==> config.mk <==
export PLATFORM = sky130hd
export DESIGN_NAME = pulse_scheduler
export DESIGN_NICKNAME = d
export VERILOG_FILES = /design/src/rtl/pulse_scheduler.sv
export SDC_FILE = /design/constraint.sdc
export NUM_CORES = 1
export LEC_CHECK = 0
export BUFFER_PORTS_ARGS = -buffer_cell sky130_fd_sc_hd__buf_2
export CAP_MARGIN = 5
export CORE_AREA = 2 2 68 50
export CTS_CLUSTER_DIAMETER = 40
export DETAILED_ROUTE_END_ITERATION = 10
export DIE_AREA = 0 0 70 52
export PLACE_DENSITY = 0.8
export SLEW_MARGIN = 0
export SYNTH_ARGS = -nofsm -noshare
export SYNTH_HDL_FRONTEND = slang
export SYNTH_SLANG_ARGS = --single-unit
==> constraint.sdc <==
create_clock -name sysclk -period 2.7 [get_ports sysclk]
set_input_delay 0.135 -clock sysclk [delete_from_list [all_inputs] [get_ports sysclk]]
set_output_delay 0.135 -clock sysclk [all_outputs]
set_load 0.005 [all_outputs]
==> src/rtl/pulse_scheduler.sv <==
// pulse_scheduler: sequences trigger pulses for the timing front end.
// On a start edge the latched 4-bit channel mask is walked from the lowest to the highest set
// bit. Each selected channel drives the shared trigger high for its duration, followed by a
// fixed idle gap. All timing is counted in divider ticks. In auto mode the pass repeats.
//
// Ports:
//   sysclk - system clock
//   rst    - synchronous active-high reset
//   tick   - one-cycle timebase strobe from the clock divider
//   start  - start/abort level, rising edge detected internally
//   auto   - when high at the end of a pass, the pass repeats
//   sel    - channel mask, latched on an accepted start
//   busy   - high from the accepted start until the return to idle
//   out    - trigger pulse active
//   chan   - index of the current or last channel
//   ch_en  - one-hot copy of out per channel
//   done   - one-cycle strobe at the end of each completed pass
module pulse_scheduler #(
   parameter int unsigned DUR0 = 131,
   parameter int unsigned DUR1 = 120,
   parameter int unsigned DUR2 = 87,
   parameter int unsigned DUR3 = 54,
   parameter int unsigned GAP  = 16,
   parameter int unsigned CW   = 9
) (
   input  logic       sysclk,
   input  logic       rst,
   input  logic       tick,
   input  logic       start,
   input  logic       auto,
   input  logic [3:0] sel,
   output logic       busy,
   output logic       out,
   output logic [1:0] chan,
   output logic [3:0] ch_en,
   output logic       done
);

   if (DUR0 == 0 || DUR1 == 0 || DUR2 == 0 || DUR3 == 0) begin : g_dur_zero
      $error("pulse_scheduler: every DURx must be >= 1");
   end
   if (DUR0 > (2 ** CW) - 1 || DUR1 > (2 ** CW) - 1 || DUR2 > (2 ** CW) - 1 ||
       DUR3 > (2 ** CW) - 1 || GAP > (2 ** CW) - 1) begin : g_dur_wide
      $error("pulse_scheduler: durations and gap must fit in CW bits");
   end

   typedef enum logic [2:0] {StIdle, StScan, StPulse, StGap, StDone} state_e;

   // Only meaningful when GAP > 0; the GAP state is never entered otherwise.
   localparam logic [CW-1:0] GapLast = CW'(GAP - 1);

   state_e        state_q;
   logic          start_q;
   logic [3:0]    sel_lat_q;
   logic [3:0]    rem_q;
   logic [CW-1:0] cnt_q;
   logic          busy_q;
   logic          out_q;
   logic [1:0]    chan_q;
   logic [3:0]    ch_en_q;
   logic          done_q;

   logic          start_edge;
   logic [1:0]    low_idx;
   logic [CW-1:0] dur_last;

   assign start_edge = start & ~start_q;

   always_comb begin
      low_idx = 2'd3;
      if (rem_q[0]) begin
         low_idx = 2'd0;
      end else if (rem_q[1]) begin
         low_idx = 2'd1;
      end else if (rem_q[2]) begin
         low_idx = 2'd2;
      end
   end

   always_comb begin
      dur_last = CW'(DUR0 - 1);
      case (chan_q)
         2'd0:    dur_last = CW'(DUR0 - 1);
         2'd1:    dur_last = CW'(DUR1 - 1);
         2'd2:    dur_last = CW'(DUR2 - 1);
         default: dur_last = CW'(DUR3 - 1);
      endcase
   end

   always_ff @(posedge sysclk) begin
      if (rst) begin
         state_q   <= StIdle;
         start_q   <= 1'b0;
         sel_lat_q <= 4'd0;
         rem_q     <= 4'd0;
         cnt_q     <= '0;
         busy_q    <= 1'b0;
         out_q     <= 1'b0;
         chan_q    <= 2'd0;
         ch_en_q   <= 4'd0;
         done_q    <= 1'b0;
      end else begin
         start_q <= start;
         done_q  <= 1'b0;
         if (start_edge && state_q != StIdle) begin
            // Abort: chan keeps its last value, done is suppressed.
            state_q <= StIdle;
            busy_q  <= 1'b0;
            out_q   <= 1'b0;
            ch_en_q <= 4'd0;
            cnt_q   <= '0;
         end else begin
            case (state_q)
               StIdle: begin
                  if (start_edge && sel != 4'd0) begin
                     sel_lat_q <= sel;
                     rem_q     <= sel;
                     busy_q    <= 1'b1;
                     state_q   <= StScan;
                  end
               end
               StScan: begin
                  if (rem_q != 4'd0) begin
                     chan_q  <= low_idx;
                     rem_q   <= rem_q & (rem_q - 4'd1);  // drop lowest set bit
                     cnt_q   <= '0;
                     out_q   <= 1'b1;
                     ch_en_q <= 4'b0001 << low_idx;
                     state_q <= StPulse;
                  end else begin
                     done_q  <= 1'b1;
                     state_q <= StDone;
                  end
               end
               StPulse: begin
                  if (tick) begin
                     if (cnt_q == dur_last) begin
                        cnt_q   <= '0;
                        out_q   <= 1'b0;
                        ch_en_q <= 4'd0;
                        state_q <= (GAP == 0) ? StScan : StGap;
                     end else begin
                        cnt_q <= cnt_q + 1'b1;
                     end
                  end
               end
               StGap: begin
                  if (tick) begin
                     if (cnt_q == GapLast) begin
                        cnt_q   <= '0;
                        state_q <= StScan;
                     end else begin
                        cnt_q <= cnt_q + 1'b1;
                     end
                  end
               end
               StDone: begin
                  if (auto) begin
                     rem_q   <= sel_lat_q;  // repeat uses the latched mask, not live sel
                     state_q <= StScan;
                  end else begin
                     busy_q  <= 1'b0;
                     state_q <= StIdle;
                  end
               end
               default: state_q <= StIdle;
            endcase
         end
      end
   end

   assign busy  = busy_q;
   assign out   = out_q;
   assign chan  = chan_q;
   assign ch_en = ch_en_q;
   assign done  = done_q;

endmodule

==> results of run 1 <==
==> metrics by stage <==
step | total power [mW] | worst slack [ns]
4_1_cts | 1.59 | 0.457
3_5_place_dp | 1.26 | 0.468
3_3_place_gp | 1.25 | 0.558
2_1_floorplan | 1.13 | 0.690
5_1_grt | 1.70 | 0.246
6_report | 1.59 | 0.456
==> power by group through the flow <==
stage	sequential, mW	combinational, mW	clock (mW)
finish	0.601	0.664	0.322
floorplan	0.579	0.548	0
detailed placement	0.609	0.655	0
CTS	0.599	0.658	0.329
global placement	0.606	0.647	0
global route	0.612	0.739	0.350
==> Yosys cell counts, types with 4 or more instances <==
cell type  instances  area share [%]
nand2_1           11             2.5
nor3_1             6             1.8
ha_1               4             3.1
nor2_1            24             5.5
nand3_1            5             1.5
inv_1              6             1.4
dfxtp_1           30              37
nor4_1             4             1.5
o21ai_0            6             1.8
xnor2_1            5             2.7
a21oi_1           14             4.3
mux2i_1            6             3.7
==> flip-flops by register name (all words and copies together), names as in the netlist <==
signal	flops
busy	1
ch_en	4
chan	2
cnt_q	9
done	1
out	1
rem_q	4
sel_lat_q	4
start_q	1
state_q	3
==> cell usage in the layout (no fill, tap or decap), types with 2 or more instances in the layout <==
cell	n
o221ai_1	2
buf_2	17
o21ai_1	2
or2_2	3
nor4_1	4
a22oi_1	3
mux2i_1	6
o31ai_1	2
or4_1	2
o22ai_1	2
dfxtp_1	30
a21oi_1	14
nand2_1	11
clkbuf_1	2
nor2b_1	2
a32o_1	3
clkbuf_8	5
nor3b_1	2
inv_1	6
o21ai_0	6
ha_1	4
or3_1	2
o211ai_1	2
nand3_1	5
and2_1	2
xnor2_1	5
nor2_1	24
nor3_1	6
==> final cells by class <==
class	instances	area, µm²
Fill cell	285	1220
Inverter	7	26.3
Sequential cell	30	601
Clock buffer	7	76.3
Multi-Input combinational cell	141	955
Timing Repair Buffer	18	92.6
Tap cell	38	47.5
==> cells by family (layout without fill, tap and decap cells) <==
logic type / Yosys count / count (layout) / share of synthesized area [%]
compound gates: 49 / 49 / 22.4
xor+xnor: 6 / 6 / 3.21
fa+ha+maj: 4 / 4 / 3.05
buf+inv: 14 / 32 / 5.11
flops: 30 / 30 / 36.6
mux: 6 / 6 / 3.66
simple gates: 76 / 76 / 25.9
==> routing by layer <==
layer	track usage, %	wire, µm	vias to the layer above
li1	-	-	719
met1	31.1	1790	651
met2	27.6	1340	65
met3	6.01	341	4
met4	5.13	25	0
met5	0	0	-
==> how the worst max path moves through the flow <==
stage               cells past startpoint  slack (ns)       end
floorplan                               7        0.69  ch_en[0]
global placement                        7        0.56  ch_en[0]
detailed placement                      7        0.47  cnt_q[6]
CTS                                     7        0.46  cnt_q[6]
global route                            7        0.25  cnt_q[3]
finish                                  7        0.46  cnt_q[2]
==> tightest hold or removal path, delay by kind of cell <==
kind	cells	cell delay, ns
multiplexers	1	0.06
AND/OR/NAND/NOR	1	0.07
buffers and inverters	1	0.10
==> flow_summary.json, run 1 <==
{
  "hold_path_end": "sel_lat_q[2]",
  "antenna_found_initial": 0,
  "pwr-share-seq_pct": 37.9,
  "comb_power_share_pct": 41.8,
  "die_h_um": 52,
  "cts_made_buffers": 5,
  "cap_violations": 0,
  "ff2ff_path_depth": 7,
  "syn_nets": 198,
  "holdBufCountCts": 0,
  "start_util_pct": 54.3,
  "area_delta_synth_final_pct": 9.69,
  "crit_family": "compound AO/OA/AOI/OAI gates",
  "setup_tns_ns": 0,
  "synth_cell_types": 57,
  "cpPeakStageDelay_ns": 0.56,
  "post_cts_resized": 0,
  "first_global_vias": 1243,
  "p_sw_share_pct": 39.5,
  "drtIter0Drc": 132,
  "relSlewSlack_pct": 50.7,
  "r2r-end": "cnt_q[2]",
  "worstHoldPathType": "primary input to flip-flop",
  "cp_data_arrival_time_ns": 2.39,
  "hpwlAfterDp_mm": 2.67,
  "clock_latency_ns": 0.27,
  "holdCritStartpoint": "sel[2]",
  "core_area_um2": 3020,
  "avgSynthCellArea_um2": 8.86,
  "critical_path_buf_inv_count": 1,
  "finalClockSkew_ns": 0.00482,
  "finalSetupViolations": 0,
  "p_sw_mw": 0.627,
  "internal_power_mw": 0.959,
  "ir_worst_vdd_mv": 0.428,
  "cp_cell_sequence": "inv_1 > ha_1 > xor2_1 > nor4_1 > a31oi_1 > o31ai_1 > nor2_1",
  "cts_tree": "done",
  "rsz0062_at_grt": "false",
  "groute.usage.overall_pct": 20.4,
  "cts_root_buffer": "clkbuf_8",
  "clkPwrFrac_pct": 20.3,
  "drv_slew": 0,
  "num_vias": 1439,
  "hold_slack_ns": 0.137,
  "finalInstanceArea_um2": 1800,
  "place_inst": 234,
  "min_period_ns": 2.24,
  "final_cells": 241,
  "drc_errors": 0,
  "critPathLaunch": "chan[0]",
  "crit_path_end_kind": "flip-flop",
  "period_share_pct": 83.1,
  "status": "finished, final reports clean",
  "synthCells": 185,
  "grt_max_degree": 15,
  "drt_wl_total_mm": 3.49,
  "dpl_cell_area_um2": 1720,
  "wire_per_inst_um": 14.5,
  "io_pins": 18,
  "clock_tree.buffer_depth": 2,
  "die-area_um2": 3640,
  "p_leak_nw": 0.675,
  "grt_overflow": 0,
  "cts_setup_buffers": 0,
  "fmax_mhz": 446,
  "yosys_warnings": 0,
  "path_class": "flip-flop to flip-flop",
  "worstMarginPinSlew_ns": 0.738,
  "gp_congestion": 0.819,
  "die_w_um": 70,
  "grt_pass1_wl_mm": 5.82,
  "clk_pin_slew_ns": 0.06,
  "synth_edf_count": 0,
  "antenna_left": 0,
  "netlist_area_um2": 1640,
  "dr.pass1.iters": 4,
  "whs_path_depth": 3,
  "worst_setup_path_start_kind": "flip-flop",
  "ys_ff_latch": 30,
  "n_antenna_cell": 0,
  "fin_nets": 216,
  "rrSetupSlack_ns": 0.46,
  "postSynth.asyncResetShare_pct": 0,
  "crit_required_ns": 2.84,
  "hold_viol": 0,
  "via_per_inst": 5.97,
  "p_per_area_nw_per_um2": 882,
  "synth_flop_cell": "dfxtp_1",
  "portBuffers": 17,
  "final_core_util_pct": 59.5,
  "synth-seq-area-share_pct": 36.6,
  "drive_gt1_share_pct": 19.7,
  "slowest_stage": "o31ai_1",
  "cts.sinks": 30,
  "htreeDepth": 2,
  "critPathMaxFanout": 7,
  "rows": 17,
  "reg2reg_from": "chan[0]"
}
Power figures use the tool's default switching activity.
==> run 2: changes to the inputs <==
--- a/config.mk
+++ b/config.mk
@@ -7,11 +7,11 @@
 export LEC_CHECK = 0
 export BUFFER_PORTS_ARGS = -buffer_cell sky130_fd_sc_hd__buf_2
 export CAP_MARGIN = 5
-export CORE_AREA = 2 2 68 50
+export CORE_AREA = 2 2 71 52
 export CTS_CLUSTER_DIAMETER = 40
 export DETAILED_ROUTE_END_ITERATION = 10
-export DIE_AREA = 0 0 70 52
-export PLACE_DENSITY = 0.8
+export DIE_AREA = 0 0 73 54
+export PLACE_DENSITY = 0.77
 export SLEW_MARGIN = 0
 export SYNTH_ARGS = -nofsm -noshare
 export SYNTH_HDL_FRONTEND = slang
==> constraint.sdc (replaced) <==
create_clock -name sysclk -period 1.82 [get_ports sysclk]
set_input_delay 0.091 -clock sysclk [delete_from_list [all_inputs] [get_ports sysclk]]
set_output_delay 0.091 -clock sysclk [all_outputs]
set_load 0.005 [all_outputs]
==> run 2 against run 1 <==
The flow now finishes with violations (setup timing). Final cell count up 14%. Utilization up 6.4 points. Power up 83%. Clock power up 76%. Final area up 23%. Fmax up 20%. Setup slack worse by 0.50 ns. Global-route usage up 2.6 points. Highest routed layer unchanged. Sequential power up 46%. Register-to-register slack worse by 0.50 ns. Sequential cell count unchanged.
==> flow_summary.json, run 2 (synthesis gave the netlist of run 1 again) <==
{
  "status": "complete, but fails checks",
  "violations": "setup timing",
  "drc_errors": 0,
  "period_share_pct": 102,
  "relSlewSlack_pct": 62.8,
  "final_cell_mix": "29 x buf_4, 25 x dfxtp_1, 24 x nor2_1, 17 x buf_2, 13 x a21oi_1",
  "holdBufCountCts": 0,
  "htreeDepth": 2,
  "ir_worst_vdd_mv": 0.698,
  "fin_nets": 247,
  "crit_required_ns": 2.00,
  "dr.pass1.iters": 4,
  "layout_commonest_cell": "buf_4",
  "io_pins": 18,
  "seq_area_um2": 612,
  "setup_slack_ns": -0.0441,
  "worst_setup_path_start_kind": "flip-flop",
  "n_antenna_cell": 0,
  "grt_pass1_wl_mm": 6.64,
  "drt_wl_total_mm": 4.30,
  "p_leak_nw": 0.867,
  "largest_register_ffs": 9,
  "drv_slew": 0,
  "rsz0062_at_grt": "true",
  "grt_max_degree": 15,
  "drive_gt1_share_pct": 40.4,
  "min_period_ns": 1.86,
  "num_vias": 1613,
  "hold_viol": 0,
  "portBuffers": 17,
  "via_per_inst": 5.87,
  "area_delta_synth_final_pct": 34.9,
  "place_ws_ns": -0.113,
  "cts_made_buffers": 5,
  "core_area_um2": 3360,
  "grt_overflow": 0,
  "hpwlAfterDp_mm": 3.12,
  "finalSetupViolations": 10,
  "drtIter0Drc": 157,
  "worstHoldPathType": "primary input to flip-flop",
  "clk_pin_slew_ns": 0.07,
  "cts.sinks": 30,
  "worstMarginPinSlew_ns": 0.552,
  "antenna_left": 0,
  "die_w_um": 73,
  "antenna_found_initial": 0,
  "hold_slack_ns": 0.0775,
  "cts_tree": "done",
  "cap_violations": 0,
  "cp_data_arrival_time_ns": 2.05,
  "start_util_pct": 48.8,
  "die_h_um": 54,
  "clock_tree.buffer_depth": 2,
  "cts_root_buffer": "clkbuf_8",
  "max_flop_register": "cnt_q",
  "final_cells": 275,
  "groute.usage.overall_pct": 23.0,
  "clock_latency_ns": 0.29,
  "finalClockSkew_ns": 0.00990,
  "p_per_area_nw_per_um2": 1320,
  "place_inst": 265,
  "multi_input_area_um2": 1090,
  "rows": 18,
  "critPathMaxFanout": 5,
  "path_class": "flip-flop to flip-flop",
  "crit_path_end_kind": "flip-flop",
  "fill_cells": 264,
  "die-area_um2": 3940,
  "gp_congestion": 0.826,
  "wire_per_inst_um": 15.6,
  "fmax_mhz": 536,
  "first_global_vias": 1361
}
[run 2: worst max-delay path, cell delays in order (launching register included)]
cell	delay, ns
dfxtp_4	0.37
ha_4	0.17
or4_4	0.49
o21ai_4	0.09
a31oi_4	0.11
o31a_1	0.32
a32o_1	0.22
[run 2: final timing paths]
kind	startpoint	end	slack, ns	depth (start not counted)
hold reg to reg	ch_en[2]	ch_en[2]	0.46	1
setup / recovery	chan[0]	ch_en[1]	-0.04	6
hold / removal	start	start_q	0.08	2
setup reg to reg	chan[0]	ch_en[1]	-0.04	6
[run 2: report_power, final]
group          leakage (nW)  internal (mW)  switching, mW
Sequential            0.247          0.772          0.104
Clock                0.0472          0.303          0.263
Combinational         0.573          0.689          0.777
[run 2: layout make-up]
cell class	count	share of cell area, %
inverters	7	1.30
clock inverters	2	0.566
well taps	40	2.26
repair buffers	49	15.2
flip-flops and latches	30	27.7
multi-input cells	141	49.2
clock buffers	6	3.74
[run 2: through the flow]
stage               TNS [ns]  power, mW  utilization (%)  instance area [µm²]
floorplan             -0.815       1.71                -                 1680
finish                -0.246       2.91             65.9                 2210
global placement      -0.668       2.16             59.1                 1980
detailed placement    -0.751       2.19             59.1                 1980
global route           -1.20       3.10             65.9                 2210
CTS                   -0.727       2.81             63.5                 2130
[run 2: repair_timing]
action / CTS / global route
endpoints found under the hold margin: 0 / 0
pin swaps: 9 / 13
setup buffers: 1 / 1
gates resized for setup: 10 / 17
setup endpoints to repair: 14 / 20
[run 2: per-layer routing]
layer  track usage, %  part of all wire (%)
met5                0                     0
met4             9.26                   1.3
met3             6.18                   7.4
met2             30.8                    44
met1             34.2                    47
==> run 3: changes to the inputs <==
==> config.mk (replaced) <==
export PLATFORM = sky130hd
export DESIGN_NAME = pulse_scheduler
export DESIGN_NICKNAME = d
export VERILOG_FILES = /design/src/rtl/pulse_scheduler.sv
export SDC_FILE = /design/constraint.sdc
export NUM_CORES = 1
export LEC_CHECK = 0
export BUFFER_PORTS_ARGS = -buffer_cell sky130_fd_sc_hd__buf_4
export CAP_MARGIN = 5
export CELL_PAD_IN_SITES_DETAIL_PLACEMENT = 1
export CELL_PAD_IN_SITES_GLOBAL_PLACEMENT = 1
export CORE_AREA = 2 2 81 60
export CTS_CLUSTER_DIAMETER = 40
export DETAILED_ROUTE_END_ITERATION = 10
export DIE_AREA = 0 0 83 62
export PLACE_DENSITY = 0.76
export SLEW_MARGIN = 0
export SYNTH_ARGS = -nofsm -noshare
export SYNTH_HDL_FRONTEND = slang
export SYNTH_SLANG_ARGS = --single-unit
==> run 3 against run 2 <==
The run still ends with setup timing left. Non-clock buffer count up 15. Sequential share of layout area fell by 2.6 points. Final cell count is 12% higher. Via count increased by 10%. Clock power rose by 4.9%. Hold slack lost 0.033 ns. Largest power group unchanged. Combinational power rose by 22%. Sequential cell count did not move. First-iteration DRC count increased by 24%. Die area is 31% higher.
==> flow_summary.json, run 3 (synthesis gave the netlist of run 1 again) <==
{
  "status": "complete, but fails checks",
  "violations": "setup timing",
  "cp_cell_sequence": "ha_4 > or4_4 > o21ai_4 > a31oi_4 > o31a_1 > a32o_1",
  "dpl_cell_area_um2": 2110,
  "hold_slack_ns": 0.0448,
  "die-area_um2": 5150,
  "cts.sinks": 30,
  "clkPwrFrac_pct": 18.2,
  "ff2ff_path_depth": 6,
  "r2r-end": "ch_en[2]",
  "n_antenna_cell": 0,
  "power_mw": 3.27,
  "setup_slack_ns": -0.143,
  "cts_root_buffer": "clkbuf_8",
  "finalInstanceArea_um2": 2470,
  "drv_slew": 0,
  "rrSetupSlack_ns": -0.14,
  "final_cell_mix": "59 x buf_4, 24 x nor2_1, 23 x dfxtp_1, 12 x a21oi_1, 11 x nand2_1",
  "hpwlAfterDp_mm": 3.88,
  "gp_congestion": 0.830,
  "largest_register_ffs": 9,
  "fin_nets": 262,
  "hold_path_end": "start_q",
  "pwr-share-seq_pct": 27.1,
  "worstMarginPinSlew_ns": 0.537,
  "cpPeakStageDelay_ns": 0.49,
  "slowest_stage": "or4_4",
  "grt_overflow": 0,
  "drtIter0Drc": 195,
  "dr.pass1.iters": 4,
  "cts_tree": "done",
  "die_h_um": 62,
  "final_cells": 307,
  "via_per_inst": 5.78,
  "p_leak_nw": 0.960,
  "finalClockSkew_ns": 0.00966,
  "hold_viol": 0,
  "finalSetupViolations": 18,
  "first_global_vias": 1773,
  "grt_max_degree": 15,
  "portBuffers": 17,
  "p_per_area_nw_per_um2": 1320,
  "cp_data_arrival_time_ns": 2.16,
  "rows": 21,
  "comb_power_share_pct": 54.7,
  "worstHoldPathType": "primary input to flip-flop",
  "critPathMaxFanout": 5,
  "die_w_um": 83,
  "worst_setup_path_start_kind": "flip-flop",
  "period_share_pct": 108,
  "relSlewSlack_pct": 63.9,
  "clk_pin_slew_ns": 0.07,
  "crit_path_end_kind": "flip-flop",
  "drc_errors": 0,
  "crit_required_ns": 2.01,
  "whs_path_depth": 2,
  "drive_gt1_share_pct": 48.4,
  "drt_wl_total_mm": 6.53,
  "rsz0062_at_grt": "true",
  "internal_power_mw": 1.90,
  "p_sw_mw": 1.37,
  "antenna_left": 0,
  "start_util_pct": 36.5,
  "clock_latency_ns": 0.30,
  "num_vias": 1774,
  "max_flop_register": "cnt_q",
  "groute.usage.overall_pct": 22.7,
  "htreeDepth": 2,
  "core_area_um2": 4490,
  "holdCritStartpoint": "start",
  "clock_tree.buffer_depth": 2,
  "min_period_ns": 1.96,
  "grt_pass1_wl_mm": 8.84,
  "area_delta_synth_final_pct": 50.6,
  "reg2reg_from": "chan[0]",
  "wire_per_inst_um": 21.3,
  "cap_violations": 0,
  "antenna_found_initial": 0,
  "ir_worst_vdd_mv": 0.473,
  "place_inst": 290,
  "path_class": "flip-flop to flip-flop",
  "cts_made_buffers": 5,
  "io_pins": 18,
  "p_sw_share_pct": 41.9,
  "setup_tns_ns": -1.67,
  "fmax_mhz": 509,
  "layout_commonest_cell": "buf_4"
}
run 3: critical path, delay by kind of cell, from the launching register on:
family | cells | cell delay [ns]
fa+ha+maj | 1 | 0.17
simple gates | 1 | 0.49
flops | 1 | 0.37
compound gates | 4 | 0.82
run 3: power by group through the flow:
stage                     Sequential [mW]  Clock (mW)  Combinational [mW]
after floorplan                     0.861           0               0.845
after global placement              0.869           0                1.37
after detailed placement            0.878           0                1.40
after CTS                           0.873       0.601                1.50
after global routing                0.902       0.636                1.89
final                               0.886       0.595                1.79
run 3: metrics by stage:
step	worst slack (ns)	util, %
after floorplan	-0.102	-
after global placement	-0.149	46.9
after detailed placement	-0.185	46.9
after CTS	-0.148	51.9
after global routing	-0.199	54.9
final	-0.143	54.9
run 3: final cells by class:
class	count	area, µm²
clock buffer	6	82.6
multi-input combinational	141	1150
fill	502	2020
clock inverter	2	12.5
sequential	30	619
inverter	7	28.8
tap	57	71.3
timing repair buffer	64	499
run 3: worst max-delay path by stage:
stage | startpoint | endpoint | slack (ns) | cells past startpoint
2_1_floorplan | chan[1] | ch_en[0] | -0.10 | 7
3_3_place_gp | cnt_q[5] | cnt_q[6] | -0.15 | 6
3_5_place_dp | chan[1] | ch_en[2] | -0.19 | 7
4_1_cts | chan[0] | ch_en[2] | -0.15 | 6
5_1_grt | chan[0] | ch_en[0] | -0.20 | 6
6_report | chan[0] | ch_en[2] | -0.14 | 6
run 3: repair_timing:
item	in CTS	in global routing
hold buffers	0	0
setup endpoints to repair	16	18
setup buffers	6	4
pin swaps	16	12
gates resized for setup	20	26
run 3: layer usage:
layer | vias up | share of wire (%) | wire, µm | GRT usage, %
met4 | 0 | 2.7 | 176 | 11.5
li1 | 808 | - | - | -
met3 | 17 | 6.3 | 413 | 4.89
met5 | - | 0 | 0 | 0
met1 | 877 | 43 | 2820 | 28.4
met2 | 72 | 48 | 3110 | 38.6
